### src/rtl/fifo_ctrl.sv
// fifo_ctrl: pointer, occupancy and status controller for a UART FIFO.
// Drives the write strobe and addresses of a dual-port register file whose
// read port is combinational, so the head word is always visible at r_addr.
module fifo_ctrl #(
  parameter int ADDR_WIDTH = 2,
  parameter int AF_LEVEL   = (1 << ADDR_WIDTH) - 1,
  parameter int AE_LEVEL   = 1
) (
  input  logic                  clk,
  input  logic                  rst_n,
  input  logic                  wr,
  input  logic                  rd,
  input  logic                  clr,
  output logic                  wr_en,
  output logic [ADDR_WIDTH-1:0] w_addr,
  output logic [ADDR_WIDTH-1:0] r_addr,
  output logic [ADDR_WIDTH:0]   count,
  output logic                  empty,
  output logic                  full,
  output logic                  almost_empty,
  output logic                  almost_full,
  output logic                  overflow,
  output logic                  underflow
);

  localparam int DEPTH = 1 << ADDR_WIDTH;
  localparam logic [ADDR_WIDTH:0]   DEPTH_CNT = DEPTH[ADDR_WIDTH:0];
  localparam logic [ADDR_WIDTH:0]   AF_CNT    = AF_LEVEL[ADDR_WIDTH:0];
  localparam logic [ADDR_WIDTH:0]   AE_CNT    = AE_LEVEL[ADDR_WIDTH:0];
  localparam logic [ADDR_WIDTH:0]   CNT_ONE   = 1;
  localparam logic [ADDR_WIDTH-1:0] PTR_ONE   = 1;

  logic [ADDR_WIDTH-1:0] wr_ptr;
  logic [ADDR_WIDTH-1:0] rd_ptr;
  logic [ADDR_WIDTH:0]   cnt;
  logic                  ovf_q;
  logic                  unf_q;
  logic                  wpush;
  logic                  wpop;

  // Accept decisions; a pop while full frees the slot the push lands in,
  // and flush suppresses both requests.
  always_comb begin
    wpush = wr & ~clr & (~full | rd);
    wpop  = rd & ~clr & ~empty;
  end

  // Storage write strobe is held off while reset is asserted.
  assign wr_en = wpush & rst_n;

  // Pointers and occupancy; flush returns everything to the empty state.
  always_ff @(posedge clk or negedge rst_n) begin
    if (!rst_n) begin
      wr_ptr <= '0;
      rd_ptr <= '0;
      cnt    <= '0;
    end else if (clr) begin
      wr_ptr <= '0;
      rd_ptr <= '0;
      cnt    <= '0;
    end else begin
      if (wpush) wr_ptr <= wr_ptr + PTR_ONE;
      if (wpop)  rd_ptr <= rd_ptr + PTR_ONE;
      case ({wpush, wpop})
        2'b10:   cnt <= cnt + CNT_ONE;
        2'b01:   cnt <= cnt - CNT_ONE;
        default: cnt <= cnt;
      endcase
    end
  end

  // Sticky error bits record rejected requests until flush or reset.
  always_ff @(posedge clk or negedge rst_n) begin
    if (!rst_n) begin
      ovf_q <= 1'b0;
      unf_q <= 1'b0;
    end else if (clr) begin
      ovf_q <= 1'b0;
      unf_q <= 1'b0;
    end else begin
      if (wr & full & ~rd) ovf_q <= 1'b1;
      if (rd & empty)      unf_q <= 1'b1;
    end
  end

  // Status is decoded purely from registered state.
  assign w_addr       = wr_ptr;
  assign r_addr       = rd_ptr;
  assign count        = cnt;
  assign empty        = (cnt == '0);
  assign full         = (cnt == DEPTH_CNT);
  assign almost_empty = (cnt <= AE_CNT);
  assign almost_full  = (cnt >= AF_CNT);
  assign overflow     = ovf_q;
  assign underflow    = unf_q;

endmodule

### config.mk
export PLATFORM = sky130hd
export DESIGN_NAME = fifo_ctrl
export DESIGN_NICKNAME = d
export VERILOG_FILES = /design/src/rtl/fifo_ctrl.sv
export SDC_FILE = /design/constraint.sdc
export NUM_CORES = 1
export LEC_CHECK = 0
export BUFFER_PORTS_ARGS = -buffer_cell sky130_fd_sc_hd__clkbuf_2
export CAP_MARGIN = 10
export CELL_PAD_IN_SITES_DETAIL_PLACEMENT = 2
export CELL_PAD_IN_SITES_GLOBAL_PLACEMENT = 2
export CORE_ASPECT_RATIO = 1.1
export CORE_MARGIN = 5
export CORE_UTILIZATION = 30
export DETAILED_ROUTE_END_ITERATION = 12
export GPL_TIMING_DRIVEN = 0
export PLACE_DENSITY = 0.81
export REMOVE_ABC_BUFFERS = 1
export SLEW_MARGIN = 20
export SYNTH_ARGS = -nofsm -noshare
export SYNTH_HDL_FRONTEND = slang
export SYNTH_SLANG_ARGS = --single-unit
### constraint.sdc
create_clock -name clk -period 2.6 [get_ports clk]
set_input_delay 0.65 -clock clk [delete_from_list [all_inputs] [get_ports clk]]
set_output_delay 0.65 -clock clk [all_outputs]
set_load 0.05 [all_outputs]
==> flow_summary.json, run 1 <==
{
  "ys_types": 28,
  "htreeDepth": 1,
  "drc": 0,
  "cp.depth": 6,
  "postRouteAntennaNets": 0,
  "ys_ff_latch": 9,
  "worstPathBufferInverterCount": 2,
  "slew_violations": 0,
  "rrSetupSlack_ns": 0.96,
  "cts.sinks": 9,
  "antenna_cells": 0,
  "final_cells": 117,
  "worst_pin_slew_ns": 0.436,
  "wl_met3_um": 101,
  "slew_headroom": 0.709,
  "start_kind": "flip-flop",
  "cpLargestDelayFamily": "simple AND/OR/NAND/NOR gates",
  "crit_fanout": 8,
  "wl_um": 1580,
  "drive_gt1_frac": 0.292,
  "finalClockSkew_ns": 0.00323,
  "fp.dieW_um": 53.8,
  "drt-met1-wl_um": 756,
  "place_congestion": 0.686,
  "hold_ws_ns": 0.244,
  "synth_warnings": 0,
  "nets": 100,
  "io_buffer_count": 18,
  "clockRootBuffer": "clkbuf_4",
  "clockBufferDepth": 2,
  "drtIter0Drc": 6,
  "cp-startpoint": "count[0]",
  "cts_tree": "yes",
  "dr.pass1.iters": 3,
  "hpwlAfterDp_um": 1230,
  "wl_met2_um": 724,
  "worstSetupEndpointType": "output pin",
  "p_leak_nw": 0.374,
  "gr-usage-all-layers": 0.123,
  "fillCellCount": 240,
  "finalCritPeriodShare": 0.913,
  "max-vdd-ir-drop_uv": 466,
  "critical_path_class": "flip-flop to output pin",
  "numCtsBuffers": 3,
  "syn_area_sq_um": 632,
  "synth_cells": 71,
  "endpoint": "wr_en",
  "syn2layout_area_growth_pct": 22.6,
  "clk_latency_ns": 0.26,
  "fp.dieH_um": 58.1,
  "hold_violations": 0,
  "grt_setup_unrepaired": "false",
  "drv_cap": 0,
  "antenna_found_initial": 0,
  "fp.dieArea_sq_um": 3130,
  "status": "complete, no violations",
  "setup_violations": 0,
  "avgSynthCellArea_sq_um": 8.90,
  "start_util": 0.316,
  "fin_area_sq_um": 774,
  "crit_chain": "inv_1 -> ha_4 -> nand3b_1 -> nand2_1 -> nor3b_1 -> buf_4",
  "r2r-end": "count[0]",
  "max_freq_mhz": 421,
  "via_count": 556,
  "r2r_start": "count[0]",
  "grt_pass1_wl_um": 2860,
  "critical_path.max_stage_delay_ns": 0.39,
  "routed_via_density": 4.75,
  "io_pins": 19,
  "rows": 17,
  "grt_max_degree": 15,
  "power.density_nw_per_um2": 1160,
  "yosysSeqAreaShare": 0.356,
  "path_clk_slew_ns": 0.06,
  "grt_pass1_vias": 640,
  "dpl.cell_count": 113,
  "cp.arrival_ns": 1.72,
  "topRoutingLayerUsed": "met3",
  "place_area_sq_um": 733,
  "slowest_stage": "dfrtp_1",
  "rr_worst_depth": 6,
  "final.min_clock_period_ns": 2.37,
  "required_ns": 1.95,
  "grt-ovfl-total": 0,
  "core-area_sq_um": 2000,
  "hp-class": "input pin to asynchronous set/reset pin",
  "detail_route.wl_per_cell_um": 13.5
}
[Yosys cell counts, drive strengths merged]
cell | instances | area share
nor3b | 1 | 0.012
a31oi | 1 | 0.0099
dfrtp | 9 | 0.36
clkbuf | 1 | 0.0059
a2111oi | 1 | 0.024
xnor2 | 1 | 0.014
xor2 | 4 | 0.055
mux2i | 2 | 0.032
a21oi | 4 | 0.032
nand3b | 2 | 0.024
nand2b | 1 | 0.014
nor2 | 15 | 0.089
a41oi | 1 | 0.014
mux2 | 1 | 0.018
buf | 3 | 0.032
a22o | 1 | 0.014
nand2 | 2 | 0.016
ha | 5 | 0.099
and2 | 2 | 0.020
o21ai | 3 | 0.024
nor2b | 3 | 0.030
a211o | 1 | 0.014
nand3 | 2 | 0.016
inv | 4 | 0.024
nor4b | 1 | 0.014
[flip-flops by register name, summed over array words and instances, names as in the netlist]
signal     cells
r_addr         2
underflow      1
w_addr         2
overflow       1
count          3
[layer usage]
layer	GRT usage	vias to the layer above
li1	-	275
met1	0.165	263
met2	0.190	18
met3	0.0283	0
met4	0.0438	0
met5	0	-
[per-stage QoR]
step	setup TNS, ns	util	setup slack, ns	power [mW]
finish	0	0.387	0.225	0.901
global route	0	0.387	0.0345	0.986
CTS	0	0.382	0.0922	0.901
detailed placement	0	0.367	0.251	0.777
global placement	0	0.367	0.267	0.763
floorplan	-0.673	-	-0.639	0.642
[area by class of cell]
type / count / area [sq um] / area share
multi-input combinational: 54 / 380 / 0.491
inverter: 4 / 15.0 / 0.0194
timing repair buffer: 18 / 92.6 / 0.120
clock buffer: 4 / 26.3 / 0.0339
sequential: 9 / 225 / 0.291
tap: 28 / 35.0 / 0.0452
[worst min path at each step]
| stage | depth (start not counted) | slack [ns] | start | end |
|---|---|---|---|---|
| 6_report | 1 | 0.24 | rst_n | count[0] |
| 3_5_place_dp | 2 | 0.50 | underflow | underflow |
| 2_1_floorplan | 0 | 0.35 | rst_n | count[0] |
| 5_1_grt | 1 | 0.24 | rst_n | underflow |
| 4_1_cts | 1 | 0.24 | rst_n | r_addr[0] |
| 3_3_place_gp | 2 | 0.48 | overflow | overflow |
[layout by cell type (no fill, tap or decap), drive strengths merged, types with 3 or more instances in the layout]
cell    synthesis  layout
clkbuf          1      21
nor2           15      15
dfrtp           9       9
ha              5       5
a21oi           4       4
xor2            4       4
inv             4       4
o21ai           3       3
nor2b           3       3
[cells by family after synthesis]
family,count (synthesis),synth area share
compound gates,12,0.131
fa+ha+maj,5,0.0990
buf+inv,8,0.0614
flops,9,0.356
mux,3,0.0495
simple gates,29,0.234
xor+xnor,5,0.0693
[repair_timing]
action | 4_1_cts | 5_1_grt
setup buffers | 0 | 0
resized for setup | 2 | 3
hold buffers | 0 | 0
endpoints found under the setup margin | 1 | 1
[power by group]
group / total (mW) / switching (mW) / internal (mW)
Combinational: 0.579 / 0.408 / 0.172
Clock: 0.109 / 0.0502 / 0.0592
Sequential: 0.213 / 0.0415 / 0.171
Total: 0.901 / 0.499 / 0.402
Power figures use the tool's default switching activity.
==> run 2: changes to the inputs <==
- CORE_MARGIN: 5 -> 10
- SETUP_SLACK_MARGIN: not set -> 0.02
==> run 2 against run 1 <==
Register-to-register slack hardly changed; clock power hardly changed; total power is 2.3% higher; clock skew hardly changed; combinational power is 4.3% higher; non-clock buffer count is 2 higher; sequential share of layout area is 0.73 points lower; highest routed layer is now met4.
==> flow_summary.json, run 2 (synthesized netlist as in run 1, its figures left out) <==
{
  "status": "complete, no violations",
  "seqCellArea_sq_um": 225,
  "critical_path.max_stage_delay_ns": 0.35,
  "seqPwrFrac": 0.224,
  "intPower_mw": 0.413,
  "crit_fanout": 8,
  "cpLargestDelayFamily": "simple AND/OR/NAND/NOR gates",
  "drive_gt1_frac": 0.308,
  "cp.arrival_ns": 1.71,
  "grt_pass1_vias": 647,
  "nets": 102,
  "slew_headroom": 0.707,
  "path_clk_slew_ns": 0.06,
  "cts.sinks": 9,
  "grt_setup_unrepaired": "false",
  "clockBufferDepth": 2,
  "core-area_sq_um": 2000,
  "final.min_clock_period_ns": 2.36,
  "layout_common_cells": "clkbuf_2, nor2_1, dfrtp_1",
  "dpl.cell_count": 113,
  "fp.dieH_um": 68.1,
  "max_freq_mhz": 423,
  "grt-ovfl-total": 0,
  "gr-usage-all-layers": 0.0935,
  "syn2layout_area_growth_pct": 25.7,
  "grt-busiest-layer": "met2",
  "postRouteAntennaNets": 0,
  "grt_use_met3": 0.0392,
  "place_area_sq_um": 733,
  "p_switching_mw": 0.509,
  "finalCritPeriodShare": 0.909,
  "worst_pin_slew_ns": 0.439,
  "multi_input_area_sq_um": 385,
  "required_ns": 1.95,
  "fillCellCount": 246,
  "drtIter0Drc": 9,
  "antenna_found_initial": 0,
  "grt_pass1_wl_um": 3240,
  "place_congestion": 0.712,
  "rows": 17,
  "numCtsBuffers": 3,
  "p_sw_frac": 0.552,
  "worstPathBufferInverterCount": 2,
  "comb_power_share": 0.655,
  "hold_violations": 0,
  "worstSetupEndpointType": "output pin",
  "largest_register_ffs": 3,
  "crit_chain": "inv_1 -> ha_4 -> nand3b_1 -> nand2_1 -> nor3b_2 -> buf_4",
  "p_leak_nw": 0.387,
  "hp-class": "input pin to asynchronous set/reset pin",
  "final_common_cell": "clkbuf_2",
  "grt_max_degree": 15,
  "grt_util_met1": 0.106,
  "drc": 0,
  "critical_path_class": "flip-flop to output pin",
  "fp.dieArea_sq_um": 4340,
  "slowest_stage": "dfrtp_1",
  "detail_route.wl_per_cell_um": 15.9,
  "clockRootBuffer": "clkbuf_4",
  "io_pins": 19,
  "clk_latency_ns": 0.26,
  "slew_violations": 0,
  "start_util": 0.316,
  "wl_um": 1890,
  "setup_violations": 0,
  "antenna_cells": 0,
  "fp.dieW_um": 63.8,
  "power.density_nw_per_um2": 1160,
  "io_buffer_count": 18,
  "max-vdd-ir-drop_uv": 491,
  "cts_tree": "yes",
  "fin_area_sq_um": 795,
  "grt_use_met2": 0.157,
  "drv_cap": 0,
  "routed_via_density": 4.81,
  "htreeDepth": 1,
  "start_kind": "flip-flop",
  "hpwlAfterDp_um": 1420,
  "final_cells": 119,
  "finalClockSkew_ns": 0.00301,
  "via_count": 572,
  "clkPwrFrac": 0.121,
  "dr.pass1.iters": 2
}
run 2: cell count changes in the layout (fill, tap and decap cells not counted):
cell	change
nor3b_1	-1
nor3b_2	+1
buf_4	+2
inv_2	-1
inv_1	+1
run 2: path summary, 6_finish.rpt:
check	from	cells past startpoint	slack (ns)	end
worst min register to register	underflow	2	0.50	underflow
worst max-delay path	count[1]	6	0.24	wr_en
max in group asynchronous	rst_n	1	2.15	count[1]
worst min-delay path	rst_n	1	0.24	underflow
worst max register to register	count[1]	6	0.95	count[0]
min in group clk	underflow	2	0.50	underflow
run 2: worst register-to-register path: stages, from the launching register on:
cell and delay, ns:
dfrtp_1 0.38, inv_1 0.20, ha_4 0.24, nand3b_1 0.14
nand2_1 0.21, nor2_1 0.06, mux2_1 0.30
run 2: power groups by stage:
stage               Combinational, mW  Sequential (mW)  Clock, mW
detailed placement              0.565            0.219          0
CTS                             0.601            0.208      0.119
global placement                0.553            0.214          0
global route                    0.664            0.214      0.123
finish                          0.604            0.207      0.112
floorplan                       0.324            0.318          0
run 2: metrics by stage:
stage	util	total power, mW	setup slack, ns	hold slack, ns	TNS (ns)
3_3_place_gp	0.367	0.767	0.263	0.480	0
4_1_cts	0.390	0.927	0.0910	0.239	0
3_5_place_dp	0.367	0.784	0.136	0.495	0
5_1_grt	0.397	1.00	0.0656	0.248	0
2_1_floorplan	-	0.642	-0.639	0.354	-0.673
6_report	0.397	0.922	0.236	0.241	0
run 2: layout make-up:
class	instances	share of cell area
multi-input combinational	54	0.485
sequential	9	0.283
clock buffer	4	0.0331
tap	28	0.0441
inverter	4	0.0189
timing repair buffer	20	0.135
run 2: metal layers:
layer,share of wire,wire length (um)
met1,0.46,864
met2,0.45,843
met3,0.084,158
met4,0.012,22
met5,0,0
run 2: what timing repair did:
action,CTS,global route
buffers inserted,2,0
pin swaps,0,0
resized for setup,2,3
cloned,0,0
hold buffers,0,0
setup endpoints to repair,1,1
endpoints found under the hold margin,0,0
